## src/rtl/mplier_dot_seq_if.sv

```systemverilog
// Bundle of the sequencer's three handshakes: operand stream in, multiplier
// issue/return, and dot-product result out.
interface mplier_dot_seq_if #(
  parameter int ACC_W = 20
);
  logic             in_valid;
  logic             in_ready;
  logic [7:0]       in_a;
  logic [7:0]       in_b;
  logic             in_last;
  logic             mul_start;
  logic [7:0]       mul_mplier;
  logic [7:0]       mul_mcand;
  logic [15:0]      mul_product;
  logic             mul_done;
  logic             out_valid;
  logic             out_ready;
  logic [ACC_W-1:0] out_sum;
  logic [7:0]       out_terms;
  logic             out_ovf;
  logic             err_timeout;

  // Environment side: operand source, multiplier and result sink.
  modport master (
    output in_valid, in_a, in_b, in_last, mul_product, mul_done, out_ready,
    input  in_ready, mul_start, mul_mplier, mul_mcand,
           out_valid, out_sum, out_terms, out_ovf, err_timeout
  );

  // Sequencer side.
  modport slave (
    input  in_valid, in_a, in_b, in_last, mul_product, mul_done, out_ready,
    output in_ready, mul_start, mul_mplier, mul_mcand,
           out_valid, out_sum, out_terms, out_ovf, err_timeout
  );
endinterface

```

## src/rtl/mplier_dot_seq.sv

```systemverilog
// Dot-product sequencer: feeds operand pairs to an 8x8 shift-add multiplier,
// accumulates the products and hands the finished sum downstream.
module mplier_dot_seq #(
  parameter int ACC_W    = 20,
  parameter int MAX_WAIT = 31
) (
  input  logic           clock,
  input  logic           reset,
  mplier_dot_seq_if.slave bus
);

  localparam int WAIT_W = $clog2(MAX_WAIT + 1);
  localparam logic [WAIT_W-1:0] WAIT_LAST = WAIT_W'(MAX_WAIT - 1);

  typedef enum logic [2:0] {
    IDLE      = 3'd0,
    ISSUE     = 3'd1,
    ARM       = 3'd2,
    WAIT_DONE = 3'd3,
    ACCUM     = 3'd4,
    OUTPUT    = 3'd5
  } state_t;

  state_t            state_r;
  state_t            state_s;
  logic              in_ready_r;
  logic              mul_start_r;
  logic [7:0]        mplier_r;
  logic [7:0]        mcand_r;
  logic              last_r;
  logic [WAIT_W-1:0] wait_r;
  logic [15:0]       product_r;
  logic [ACC_W-1:0]  acc_r;
  logic [7:0]        terms_r;
  logic              ovf_r;
  logic              out_valid_r;
  logic [ACC_W-1:0]  out_sum_r;
  logic [7:0]        out_terms_r;
  logic              out_ovf_r;
  logic              err_timeout_r;

  logic              transfer_s;
  logic              expire_s;
  logic              release_s;
  logic [ACC_W:0]    prod_ext_s;
  logic [ACC_W:0]    sum_s;
  logic [7:0]        terms_next_s;

  // Handshake qualifiers and the widened accumulate whose top bit is the carry-out.
  always_comb begin
    transfer_s   = (state_r == IDLE) && in_ready_r && bus.in_valid;
    expire_s     = (state_r == WAIT_DONE) && !bus.mul_done && (wait_r == WAIT_LAST);
    release_s    = (state_r == OUTPUT) && bus.out_ready;
    prod_ext_s   = '0;
    prod_ext_s[15:0] = product_r;
    sum_s        = {1'b0, acc_r} + prod_ext_s;
    if (terms_r == 8'd255) begin
      terms_next_s = terms_r;
    end else begin
      terms_next_s = terms_r + 8'd1;
    end
  end

  // Next-state logic; mul_done is deliberately not looked at in ARM because
  // the multiplier still reports idle-done until it has loaded the operands.
  always_comb begin
    state_s = state_r;
    case (state_r)
      IDLE: begin
        if (transfer_s) begin
          state_s = ISSUE;
        end else begin
          state_s = IDLE;
        end
      end
      ISSUE:     state_s = ARM;
      ARM:       state_s = WAIT_DONE;
      WAIT_DONE: begin
        if (bus.mul_done || expire_s) begin
          state_s = ACCUM;
        end else begin
          state_s = WAIT_DONE;
        end
      end
      ACCUM: begin
        if (last_r) begin
          state_s = OUTPUT;
        end else begin
          state_s = IDLE;
        end
      end
      OUTPUT: begin
        if (bus.out_ready) begin
          state_s = IDLE;
        end else begin
          state_s = OUTPUT;
        end
      end
      default:   state_s = IDLE;
    endcase
  end

  // State register and datapath; all outputs come straight from flops.
  always_ff @(posedge clock) begin
    if (reset) begin
      state_r       <= IDLE;
      in_ready_r    <= 1'b0;
      mul_start_r   <= 1'b0;
      mplier_r      <= 8'd0;
      mcand_r       <= 8'd0;
      last_r        <= 1'b0;
      wait_r        <= '0;
      product_r     <= 16'd0;
      acc_r         <= '0;
      terms_r       <= 8'd0;
      ovf_r         <= 1'b0;
      out_valid_r   <= 1'b0;
      out_sum_r     <= '0;
      out_terms_r   <= 8'd0;
      out_ovf_r     <= 1'b0;
      err_timeout_r <= 1'b0;
    end else begin
      state_r     <= state_s;
      in_ready_r  <= (state_r == IDLE) && !transfer_s;
      mul_start_r <= transfer_s;

      if (transfer_s) begin
        mplier_r <= bus.in_a;
        mcand_r  <= bus.in_b;
        last_r   <= bus.in_last;
      end

      if (state_r == ARM) begin
        wait_r <= '0;
      end else if (state_r == WAIT_DONE) begin
        wait_r <= wait_r + WAIT_W'(1);
      end

      // A stalled multiplier contributes a zero product and flags the error.
      if (state_r == WAIT_DONE) begin
        if (bus.mul_done) begin
          product_r <= bus.mul_product;
        end else if (expire_s) begin
          product_r     <= 16'd0;
          err_timeout_r <= 1'b1;
        end
      end

      if (state_r == ACCUM) begin
        acc_r   <= sum_s[ACC_W-1:0];
        ovf_r   <= ovf_r | sum_s[ACC_W];
        terms_r <= terms_next_s;
        if (last_r) begin
          out_valid_r <= 1'b1;
          out_sum_r   <= sum_s[ACC_W-1:0];
          out_terms_r <= terms_next_s;
          out_ovf_r   <= ovf_r | sum_s[ACC_W];
        end
      end

      if (release_s) begin
        out_valid_r <= 1'b0;
        acc_r       <= '0;
        terms_r     <= 8'd0;
        ovf_r       <= 1'b0;
      end
    end
  end

  assign bus.in_ready    = in_ready_r;
  assign bus.mul_start   = mul_start_r;
  assign bus.mul_mplier  = mplier_r;
  assign bus.mul_mcand   = mcand_r;
  assign bus.out_valid   = out_valid_r;
  assign bus.out_sum     = out_sum_r;
  assign bus.out_terms   = out_terms_r;
  assign bus.out_ovf     = out_ovf_r;
  assign bus.err_timeout = err_timeout_r;

endmodule

```

## src/flat_wrapper.sv

```systemverilog
// flat-port wrapper written by rule: the top's interface ports become plain ports
module mplier_dot_seq_flat 
#(
  parameter int ACC_W    = 20,
  parameter int MAX_WAIT = 31
)
  (clock, reset, bus_in_valid, bus_in_a, bus_in_b, bus_in_last, bus_mul_product, bus_mul_done, bus_out_ready, bus_in_ready, bus_mul_start, bus_mul_mplier, bus_mul_mcand, bus_out_valid, bus_out_sum, bus_out_terms, bus_out_ovf, bus_err_timeout);
  mplier_dot_seq_if #(.ACC_W(ACC_W)) bus_i ();
  input  logic clock;
  input  logic reset;
  input wire logic [$bits(bus_i.in_valid)-1:0] bus_in_valid;
  input wire logic [$bits(bus_i.in_a)-1:0] bus_in_a;
  input wire logic [$bits(bus_i.in_b)-1:0] bus_in_b;
  input wire logic [$bits(bus_i.in_last)-1:0] bus_in_last;
  input wire logic [$bits(bus_i.mul_product)-1:0] bus_mul_product;
  input wire logic [$bits(bus_i.mul_done)-1:0] bus_mul_done;
  input wire logic [$bits(bus_i.out_ready)-1:0] bus_out_ready;
  output wire logic [$bits(bus_i.in_ready)-1:0] bus_in_ready;
  output wire logic [$bits(bus_i.mul_start)-1:0] bus_mul_start;
  output wire logic [$bits(bus_i.mul_mplier)-1:0] bus_mul_mplier;
  output wire logic [$bits(bus_i.mul_mcand)-1:0] bus_mul_mcand;
  output wire logic [$bits(bus_i.out_valid)-1:0] bus_out_valid;
  output wire logic [$bits(bus_i.out_sum)-1:0] bus_out_sum;
  output wire logic [$bits(bus_i.out_terms)-1:0] bus_out_terms;
  output wire logic [$bits(bus_i.out_ovf)-1:0] bus_out_ovf;
  output wire logic [$bits(bus_i.err_timeout)-1:0] bus_err_timeout;
  assign bus_i.in_valid = bus_in_valid;
  assign bus_i.in_a = bus_in_a;
  assign bus_i.in_b = bus_in_b;
  assign bus_i.in_last = bus_in_last;
  assign bus_i.mul_product = bus_mul_product;
  assign bus_i.mul_done = bus_mul_done;
  assign bus_i.out_ready = bus_out_ready;
  assign bus_in_ready = bus_i.in_ready;
  assign bus_mul_start = bus_i.mul_start;
  assign bus_mul_mplier = bus_i.mul_mplier;
  assign bus_mul_mcand = bus_i.mul_mcand;
  assign bus_out_valid = bus_i.out_valid;
  assign bus_out_sum = bus_i.out_sum;
  assign bus_out_terms = bus_i.out_terms;
  assign bus_out_ovf = bus_i.out_ovf;
  assign bus_err_timeout = bus_i.err_timeout;
  mplier_dot_seq #(.ACC_W(ACC_W), .MAX_WAIT(MAX_WAIT)) u_core (.clock(clock), .reset(reset), .bus(bus_i));
endmodule
```

## config.mk

```make
export PLATFORM = sky130hd
export DESIGN_NAME = mplier_dot_seq_flat
export DESIGN_NICKNAME = d
export VERILOG_FILES = /design/src/rtl/mplier_dot_seq_if.sv /design/src/rtl/mplier_dot_seq.sv /design/src/flat_wrapper.sv
export SDC_FILE = /design/constraint.sdc
export NUM_CORES = 1
export LEC_CHECK = 0
export ABC_AREA = 1
export BUFFER_PORTS_ARGS = -buffer_cell sky130_fd_sc_hd__buf_4
export CELL_PAD_IN_SITES_DETAIL_PLACEMENT = 0
export CELL_PAD_IN_SITES_GLOBAL_PLACEMENT = 2
export CORE_ASPECT_RATIO = 0.6
export CORE_UTILIZATION = 34
export CTS_CLUSTER_DIAMETER = 100
export CTS_CLUSTER_SIZE = 12
export DETAILED_ROUTE_END_ITERATION = 8
export GPL_TIMING_DRIVEN = 0
export PLACE_DENSITY_LB_ADDON = 0.1
export REMOVE_ABC_BUFFERS = 1
export SLEW_MARGIN = 20
export SYNTH_ARGS = -nofsm -noshare
export SYNTH_HDL_FRONTEND = slang
export SYNTH_SLANG_ARGS = --single-unit
```

## constraint.sdc

```tcl
create_clock -name clock -period 2.8 [get_ports clock]
set_input_delay 0.28 -clock clock [delete_from_list [all_inputs] [get_ports clock]]
set_output_delay 0.28 -clock clock [all_outputs]
set_load 0.01 [all_outputs]
```

### Word level (Yosys, flattened, before mapping)

Cells that the tools add are included.

| storage, ports and cells | value |
|---|---|
| flip-flop bits (word level) | 103 |
| input bits | 38 |
| output and inout bits | 49 |
| word-level logic and storage cells | 52 |

| cells by class | value |
|---|---|
| $add $sub $neg | 3 |
| equality and inequality tests | 7 |
| multiplexer cells | 8 |
| bitwise logic cells | 2 |
| reductions and logical operators | 16 |

Operators with widths:

| cell | number |
|---|---|
| 2-to-1 mux 16 bit | 2 |
| adder 20 x 16 -> 21 bit | 1 |
| case mux 3 bit (6 select lines) | 1 |
| 2-to-1 mux 3 bit | 3 |
| adder 8 x 1 -> 8 bit, second input constant | 1 |
| equality test 8 bit, second input constant | 1 |
| 2-to-1 mux 8 bit | 1 |
| equality test 3 x 2 -> 1 bit, second input constant | 2 |
| equality test 3 bit, second input constant | 2 |
| logical AND 1 bit | 6 |
| adder 5 x 1 -> 5 bit, second input constant | 1 |
| equality test 5 bit, second input constant | 1 |
| AND reduction 2 bit | 2 |
| OR reduction 2 bit | 2 |
| equality test 3 x 1 -> 1 bit, second input constant | 1 |
| zero test 3 bit | 1 |
| AND reduction 3 bit | 1 |
| zero test 1 bit | 2 |
| nonzero test 2 bit | 1 |
| logical OR 1 bit | 1 |
| 2-to-1 mux 1 bit | 1 |
| inverter 1 bit | 1 |
| bitwise OR 1 bit | 1 |

### Longest topological paths before layout

| depth | value |
|---|---|
| word-level depth | 6 |
| gate-level depth with buffers | 14 |
| depth with buffers taken out | 14 |

### Worst setup path after synthesis

OpenSTA, ideal clock, no wires.

| timing path | value |
|---|---|
| path kind | reg-to-reg |
| from | register u_core.acc_r[0] |
| to | register u_core.acc_r[12] |
| library setup time | 0.109 ns |
| data arrival time | 1.623 ns |
| data required time | 2.691 ns |
| path slack | 1.068 ns |
| stages on the path, launching flop included | 14 |
| period minus slack after synthesis | 1.732 ns |
| cells stage by stage | dfxtp_1 -> ha_1 -> inv_1 -> fa_1 -> inv_1 -> nand3_1 -> nand3_1 -> nand2_1 -> nand2_1 -> nand2_1 -> nand3_1 -> nand3_1 -> nand2_1 -> inv_1 |

| between the ends | value |
|---|---|
| cells in the longest elaborated chain, start to end | 1 |

Ends and longest elaborated chain:

| element | line | text |
|---|---|---|
| start, declared | mplier_dot_seq.sv:33 | `logic [ACC_W-1:0] acc_r;` |
| start signal, assigned | mplier_dot_seq.sv:150 | `acc_r <= sum_s[ACC_W-1:0];` |
| adder 20 x 16 -> 21 bit | mplier_dot_seq.sv:56 | `sum_s = {1'b0, acc_r} + prod_ext_s;` |

No other way between the ends.
A chain may end at the register's enable or synchronous reset.

### Worst setup path in the final report

| timing path | value |
|---|---|
| from | register u_core.product_r[0] |
| to | register u_core.out_sum_r[16] (netlist: u_core.bus.out_sum[16]) |

| between the ends | value |
|---|---|
| cells in the longest elaborated chain, start to end | 1 |

Ends and longest elaborated chain:

| element | line | text |
|---|---|---|
| start, declared | mplier_dot_seq.sv:32 | `logic [15:0] product_r;` |
| start signal, assigned | mplier_dot_seq.sv:142 | `product_r <= bus.mul_product;` |
| adder 20 x 16 -> 21 bit | mplier_dot_seq.sv:56 |  |
| end signal, assigned | mplier_dot_seq.sv:155 | `out_sum_r <= sum_s[ACC_W-1:0];` |
| end, declared | mplier_dot_seq.sv:37 | `logic [ACC_W-1:0] out_sum_r;` |

No other way between the ends.

==> run metrics <==
Fmax achieved=452 MHz; Worst Hold Class=input pin to flop; Crit Path Class=flop to flop; DRT met1 WL=7.68 mm; Worst setup SP type=flop; CTS Root Cell=clkbuf_16; Area contributors post-synth=dfxtp_1 40%, nand2_1 15%, inv_1 7.5%, nand3_1 5.7%, a21oi_1 5.2%; placed cells=1004; initial core utilization=35.3%; Yosys top cell area share=39.8%; dpl hpwl=9.68 mm; first-pass GRT wire length=around 22 mm; endpoints failing hold=0; Worst slew margin=41.3%; Final Instance Count excl. Fillers=1020; hold_buf cts=0; fin util=a little over two fifths; later-pin clock latency in the skew report=around 0.35 ns; Worst setup EP type=flop; Critical Path Fanout Max=3; YS warnings=0; DR top layer=met4; CTS tree=yes; Vias=4678; Clock Pin Slew Worst Setup and Hold Paths=0.07 ns; vias per cell=roughly 4.6; PwrDens=547 nW/µm²; Synth Cell Area=5180 µm²; core area=14700 µm²; crit path time final=2.21 ns; die height=97.6 µm; Post-DP Area=between 5000 and 6000 µm²; final clock skew=0.0105 ns; router iterations before antenna repair=5; Longest Clk Path Bufs=2; die area=15700 µm²; WL per Instance=13.0 µm; syn avg cell area=6.97 µm²; share of layout cells above drive strength 1=14.8%; Power Total=3.43 mW; number of antenna diodes=0; Ports=87; maximum vdd ir drop=0.317 mV; number of synthesized flops with an enable pin=0; gpl congestion=0.817; cell count after synthesis=743; H-tree Lvls=3; Setup Buffers After CTS=0; Met2 Routed Length=5.10 mm; Final nets=slightly below 900; sequential fraction of the synthesis area=39.8%; Worst-Margin Slew=0.878 ns; Tot GR Track Use=between 10% and 20%; Iteration-0 DRC Markers=216; unrepaired setup endpoints after global routing=false; largest net degree at the start of global routing=47; dominant synthesized flop cell=dfxtp_1; Worst Path Required=~3.1 ns; synth unique cells=39; post-route setup TNS=0 ns; TritonCTS Buffers=9; static leakage=roughly 3 nW; area grow syn2layout=21.1%; ys async rst share=0%; WL met3=430 µm; vias in the first global route=4375; post-CTS resize count=0; total global routing overflow=0; run status=completed; period utilization=79.1%; #FFs+latches synth=about 100; fin worst setup slack=0.586 ns; Placement Setup Slack=0.561 ns; I/O Buffers=86; Routed WL=between 10 and 15 mm; cell accounting for the most synthesized area=dfxtp_1; # setup viols final=0; number of max-cap violations=0; initial antenna violation count=0; clock sink count=103; DRC=0; final instance area=approximately 6300 µm²; Final ANT Viol Nets=0; worst hold margin=0.120 ns; row count=34; Chip Width=161 µm; WP data arrival=2.51 ns; final slew viol count=0
## per-layer routing
layer  track usage [%]  up-vias
met5                 0        -
met4              3.27        0
met3              3.59        8
met2              24.6       75
met1              27.8     2095
li1                  -     2500
## registers in the layout (all words and copies together), names as in the netlist
name / cells
u_core.wait_r: 5
u_core.bus.mul_mcand: 8
u_core.bus.mul_start: 1
u_core.last_r: 1
u_core.bus.out_sum: 20
u_core.acc_r: 20
u_core.bus.mul_mplier: 8
u_core.bus.err_timeout: 1
u_core.bus.in_ready: 1
u_core.product_r: 16
u_core.terms_r: 8
u_core.bus.out_valid: 1
u_core.state_r: 3
u_core.ovf_r: 1
u_core.bus.out_terms: 8
u_core.bus.out_ovf: 1
## cell usage in the layout, fill, tap and decap left out, drive strengths merged, types with 13 or more instances in the layout
cell   instances
nand2        205
nand3         60
ha            19
nor2          69
o21a          13
dfxtp        103
o21ai         35
inv          113
a21oi         54
buf           87
## cells in the mapped netlist (2+ instances only)
master	count
clkbuf_1	9
inv_2	6
a31oi_1	2
nand3_1	59
o21a_1	13
xnor2_1	2
buf_2	7
nor2_2	3
nor2_1	64
xor2_1	10
buf_4	6
nand2_2	3
nor2_4	2
inv_1	103
ha_1	19
nand4_1	2
nand3b_1	4
nor3_1	8
o21ai_0	33
nor4_1	2
o21bai_1	12
nand2_1	202
a21oi_1	54
dfxtp_1	103
## final cells by class
class,count,area [µm²]
flip-flops and latches,103,2060
inverters,109,409
fillers,1550,8410
multi-input cells,507,2580
well taps,198,248
repair buffers,87,666
clock inverters,7,77.6
clock buffers,9,225
## power breakdown
part	leakage, nW	internal [mW]	switching, mW
Combinational	2.07	0.198	0.293
Clock	0.153	0.707	0.596
Sequential	0.832	1.56	0.0783
## worst paths after layout
path,from,depth (start not counted),slack [ns],to
min reg2reg,u_core.bus.out_sum[1],2,0.46,u_core.bus.out_sum[1]
max,u_core.product_r[0],14,0.59,u_core.bus.out_sum[16]
max reg2reg,u_core.product_r[0],14,0.59,u_core.bus.out_sum[16]
min,bus_in_b[2],3,0.12,u_core.bus.mul_mcand[2]
## cells by family (layout without fill, tap and decap cells)
kind of cell	after synthesis	in the layout	share of synthesized area, %
AOI/OAI and AO/OA	119	119	13.1
and+or+nand+nor	356	356	29.6
xor gates and xnor gates	12	12	2.03
buffers and inverters	133	212	10.4
adders and majority gates	20	20	4.98
DFF	103	103	39.8
## critical path, stage by stage (launching register included)
cell	delay, ns
dfxtp_1	0.35
ha_1	0.24
inv_1	0.07
fa_1	0.40
inv_1	0.12
nand3_1	0.08
nand3_1	0.13
nand2_1	0.07
nand2_1	0.15
nand2_1	0.15
nand2_1	0.14
nand2_1	0.08
nand3_1	0.08
nand2_1	0.05
inv_1	0.04
(Power assumes the default switching activity.)
